`src/rtl/branch_resolve_unit.sv`:
```
// Tracks in-flight BHT predictions in a small FIFO and checks each one against the EX-stage outcome.
// Drives the BHT update, and on a mispredict a one-cycle flush, a redirect PC and a saturating mispredict count.
module branch_resolve_unit #(
  parameter int LOWER = 5,
  parameter int PC_W  = 64,
  parameter int DEPTH = 4,
  parameter int CNT_W = 16
) (
  input  logic             clk,
  input  logic             arst_n,
  input  logic             en,
  input  logic             push,
  input  logic [PC_W-1:0]  push_pc,
  input  logic             push_pred,
  input  logic [PC_W-1:0]  push_target,
  input  logic             resolve,
  input  logic             actual_taken,
  input  logic [PC_W-1:0]  actual_target,
  output logic             bht_we,
  output logic [LOWER-1:0] bht_waddr,
  output logic             bht_was_taken,
  output logic             flush,
  output logic [PC_W-1:0]  redirect_pc,
  output logic             full,
  output logic             empty,
  output logic             overflow,
  output logic [CNT_W-1:0] mispredict_cnt
);

  localparam int AW = $clog2(DEPTH);
  localparam logic [0:0] RUN     = 1'b0;
  localparam logic [0:0] RECOVER = 1'b1;

  logic [PC_W-1:0]  pc_mem   [DEPTH];
  logic             pred_mem [DEPTH];
  logic [PC_W-1:0]  tgt_mem  [DEPTH];

  logic [AW-1:0]    rd_q, rd_d, wr_q, wr_d;
  logic [AW:0]      count_q, count_d;
  logic [0:0]       state_q, state_d;
  logic             we_q, we_d, taken_q, taken_d, flush_q, flush_d, ovf_q, ovf_d;
  logic [LOWER-1:0] waddr_q, waddr_d;
  logic [PC_W-1:0]  redir_q, redir_d;
  logic [CNT_W-1:0] mcnt_q, mcnt_d;

  logic             enq, deq, mis;
  logic [PC_W-1:0]  head_pc, head_tgt;
  logic             head_pred;

  assign head_pc   = pc_mem[rd_q];
  assign head_pred = pred_mem[rd_q];
  assign head_tgt  = tgt_mem[rd_q];
  assign full      = (count_q == (AW+1)'(DEPTH));
  assign empty     = (count_q == '0);
  assign mis       = (head_pred != actual_taken) | (actual_taken & (head_tgt != actual_target));

  // A mispredicting resolve squashes the whole FIFO, including any same-cycle push (wrong path).
  always_comb begin
    rd_d    = rd_q;
    wr_d    = wr_q;
    count_d = count_q;
    state_d = state_q;
    we_d    = 1'b0;
    flush_d = 1'b0;
    waddr_d = waddr_q;
    taken_d = taken_q;
    redir_d = redir_q;
    ovf_d   = ovf_q;
    mcnt_d  = mcnt_q;
    enq     = 1'b0;
    deq     = 1'b0;
    if (en) begin
      if (state_q == RECOVER) begin
        state_d = RUN;
      end else begin
        deq = resolve & ~empty;
        if (deq) begin
          we_d    = 1'b1;
          waddr_d = head_pc[LOWER+1:2];
          taken_d = actual_taken;
        end
        if (deq && mis) begin
          flush_d = 1'b1;
          redir_d = actual_taken ? actual_target : head_pc + PC_W'(4);
          rd_d    = '0;
          wr_d    = '0;
          count_d = '0;
          state_d = RECOVER;
          if (mcnt_q != {CNT_W{1'b1}}) mcnt_d = mcnt_q + CNT_W'(1);
        end else begin
          if (push) begin
            if (!full || deq) enq = 1'b1;
            else              ovf_d = 1'b1;
          end
          if (enq) wr_d = wr_q + AW'(1);
          if (deq) rd_d = rd_q + AW'(1);
          if (enq && !deq)      count_d = count_q + (AW+1)'(1);
          else if (!enq && deq) count_d = count_q - (AW+1)'(1);
        end
      end
    end
  end

  always_ff @(posedge clk or negedge arst_n) begin
    if (!arst_n) begin
      rd_q    <= '0;
      wr_q    <= '0;
      count_q <= '0;
      state_q <= RUN;
      we_q    <= 1'b0;
      flush_q <= 1'b0;
      waddr_q <= '0;
      taken_q <= 1'b0;
      redir_q <= '0;
      ovf_q   <= 1'b0;
      mcnt_q  <= '0;
    end else begin
      rd_q    <= rd_d;
      wr_q    <= wr_d;
      count_q <= count_d;
      state_q <= state_d;
      we_q    <= we_d;
      flush_q <= flush_d;
      waddr_q <= waddr_d;
      taken_q <= taken_d;
      redir_q <= redir_d;
      ovf_q   <= ovf_d;
      mcnt_q  <= mcnt_d;
    end
  end

  // Entry storage needs no reset; occupancy is tracked purely by the pointers and count.
  always_ff @(posedge clk) begin
    if (enq) begin
      pc_mem[wr_q]   <= push_pc;
      pred_mem[wr_q] <= push_pred;
      tgt_mem[wr_q]  <= push_target;
    end
  end

  assign bht_we         = we_q;
  assign bht_waddr      = waddr_q;
  assign bht_was_taken  = taken_q;
  assign flush          = flush_q;
  assign redirect_pc    = redir_q;
  assign overflow       = ovf_q;
  assign mispredict_cnt = mcnt_q;

endmodule

```
`config.mk`:
```
export PLATFORM = sky130hd
export DESIGN_NAME = branch_resolve_unit
export DESIGN_NICKNAME = d
export VERILOG_FILES = /design/src/rtl/branch_resolve_unit.sv
export SDC_FILE = /design/constraint.sdc
export NUM_CORES = 1
export LEC_CHECK = 0
export CAP_MARGIN = 20
export CORE_MARGIN = 1
export CORE_UTILIZATION = 55
export DETAILED_ROUTE_END_ITERATION = 6
export PLACE_DENSITY = 0.78
export SLEW_MARGIN = 20
export SYNTH_ARGS = -nofsm -noshare
export SYNTH_HDL_FRONTEND = slang
export SYNTH_SLANG_ARGS = --single-unit
export TNS_END_PERCENT = 100
```
`constraint.sdc`:
```
create_clock -name clk -period 26.1 [get_ports clk]
set_input_delay 6.525 -clock clk [delete_from_list [all_inputs] [get_ports clk]]
set_output_delay 6.525 -clock clk [all_outputs]
set_load 0.01 [all_outputs]
```
==> out/results.tsv <==
metric	value	unit
status	finished clean	
ys_warn_count	0	
grt_overflow_total	0	
slew_headroom	24.9	%
clk_path_buf_depth	3	
drtIter0Drc	1552	
clkLatencyLatePin	0.66	ns
placeableCoreArea	46500	µm²
portBuffers	289	
synth_area_leaders	edfxtp_1, mux4_2, dfrtp_1, mux2_4, xnor2_1	
antenna_found_initial	11	
hold_depth	1	
p_switching	0.000927	W
die_x	219	µm
peakVddDrop	0.0000773	V
hold_path_class	flop to flop	
slew_viol_final	0	
vias_per_cell	6.15	
min_from	mispredict_cnt[6]	
final.setup.tns	0	ns
hpwlAfterDp	43400	µm
final_util	67.5	%
leakage	10.6	nW
grt_max_degree	69	
cts_setup_buffers	0	
endpoint_kind	flop	
start_kind	primary input	
dpl.cell_count	2297	
synth_edf_count	516	
critical_path_arrival	11.24	ns
clock_skew	0.0363	ns
finalSetupViolations	0	
seqPwrFrac	40.5	%
track_usage	27.3	%
synth_area_leader_cell	edfxtp_1	
initial_utilization	55.7	%
io_pins	290	
worstSetupPathType	primary input to flop	
synth_top_family_by_area	multiplexers	
synth-simple-area-share	5.50	%
syn-instance-count	1443	
drt-wirelength-per-cell	26.7	µm
synth_compound_area_share	2.23	%
finalCritPeriodShare	42.1	%
hold_end	mispredict_cnt[6]	
ff_latch_area	17900	µm²
postSynth.asyncResetShare	15.8	%
r2r-start	rd_q[0]	
synth_area	25900	µm²
final_nets	1958	
r2r_end	tgt_mem[1][30]	
multi_input_area	7480	µm²
synth.most_common_cell	edfxtp_1	
ys_seq_elements	613	
ys_seq_area_share	69.2	%
crit_fanout	67	
drc	0	
cts_tree	yes	
timing.hold.ws	0.484	ns
syn2layout_area_growth	21.2	%
worst_pin_slew	1.12	ns
drt-total-wl	64600	µm
cts-buffers-inserted	60	
clkPwrFrac	28.4	%
total_power	0.00311	W
powerDensity	99.3	nW/µm²
layout-drive-gt1-share	18.5	%
synth_top_area_share	59.9	%
fmax	0.0911	GHz
required	26.36	ns
yosys_most_used_dff	edfxtp_1	
place_congestion	0.881	
cts-resized-gates	0	
synth-adder-area-share	0.367	%
p_int	0.00219	W
first_global_vias	14937	
grt_pass1_wl	94500	µm
r2r_slack	18.79	ns
syn_nets	1649	
rows	79	
cts.clk_slew.worst_paths	0.06	ns
ant_nets	0	
nFillCells	3048	
die_area	47900	µm²
cts_root_buf	clkbuf_16	
synth_cell_type_count	58	
switching_share	29.8	%
fp.dieH	219	µm
clock_sinks	613	
cts_hold_buf	0	
synth_commonest_cells	edfxtp_1, mux4_2, dfrtp_1	
syn_avg_cell_area	17.9	µm²
vias	14864	
finalHoldViolations	0	
rsz0062_at_grt	no	
p_comb_share	31.1	%
reg2regPathDepth	13	
synth_xor_area_share	4.23	%
cap_violations	0	
h-tree-depth	2	
dr.pass1.iters	5	
finalNonFillerCells	2418	
synth_mux_area_share	16.4	%
timing.final.crit_period	10.98	ns
==> power by group through the flow <==
stage          combinational (W)  clock (W)  sequential [W]
3_3_place_gp            0.000948          0         0.00127
6_report                0.000969   0.000885         0.00126
3_5_place_dp            0.000963          0         0.00128
5_1_grt                  0.00102   0.000932         0.00127
2_1_floorplan           0.000616          0         0.00128
4_1_cts                 0.000972   0.000895         0.00126
==> cell usage in the layout, fill, tap and decap left out, drive strengths merged, types with 23 or more instances in the layout <==
master,netlist,layout
dfrtp,97,97
inv,24,26
buf,48,23
clkdlybuf4s50,0,287
edfxtp,516,516
mux2i,32,32
clkbuf,15,75
nand2,92,92
xor2,58,58
mux4,117,117
nand4,36,36
mux2,96,96
o21ai,47,47
nor2,27,27
clkinv,2,30
nand3,35,35
xnor2,67,67
==> per-stage QoR <==
stage / instance area [µm²] / setup slack (ns)
finish: 31400 / 15.12
CTS: 31400 / 15.15
global placement: 29300 / 14.53
global route: 31400 / 14.92
floorplan: 25900 / 11.88
detailed placement: 29300 / 14.50
==> how the worst max path moves through the flow <==
stage	slack (ns)	end	cells after the start	startpoint
floorplan	11.88	pc_mem[0][0]	9	actual_target[8]
global placement	14.53	pc_mem[1][56]	10	actual_target[59]
detailed placement	14.50	pc_mem[1][55]	10	actual_target[59]
CTS	15.15	tgt_mem[1][55]	10	actual_target[59]
global route	14.92	tgt_mem[1][30]	12	actual_target[8]
finish	15.12	tgt_mem[1][30]	10	actual_target[59]
==> cell type report <==
type / count / share of cell area (%)
Clock inverter: 38 / 1.43
Tap cell: 607 / 2.42
Sequential cell: 613 / 57.2
Antenna cell: 8 / 0.0638
Timing Repair Buffer: 310 / 9.70
Multi-Input combinational cell: 741 / 23.9
Clock buffer: 75 / 5.06
Inverter: 26 / 0.311
==> flip-flops by register name, indices dropped and copies added (netlist names) <==
| name | flops |
|---|---|
| mispredict_cnt | 16 |
| flush | 1 |
| pred_mem | 4 |
| bht_was_taken | 1 |
| pc_mem | 256 |
| overflow | 1 |
| state_q | 1 |
| redirect_pc | 64 |
| rd_q | 2 |
| wr_q | 2 |
| count_q | 3 |
| bht_we | 1 |
| tgt_mem | 256 |
| bht_waddr | 5 |
==> critical path, cell delays in order <==
cell,delay (ns)
clkdlybuf4s50_1,0.43
xor2_1,0.22
nor4_1,0.80
nand4_1,0.27
o32ai_4,0.32
buf_4,0.33
o21bai_1,0.33
nor2_4,0.16
buf_4,0.76
buf_4,0.91
==> cells by family (layout without fill, tap and decap cells) <==
family	after synthesis	in the layout
and+or+nand+nor	277	277
DFF	613	613
AOI/OAI and AO/OA	87	87
other	0	8
xor gates and xnor gates	125	125
buffers and inverters	89	449
muxes	245	245
adders and majority gates	7	7
==> routing by layer <==
layer / track usage [%] / routed length, µm
met5: 0 / 39
met4: 11.5 / 2540
met3: 4.12 / 4980
met2: 43.5 / 31400
met1: 37.9 / 25600
Note: power is estimated with default switching activity, not from simulation.
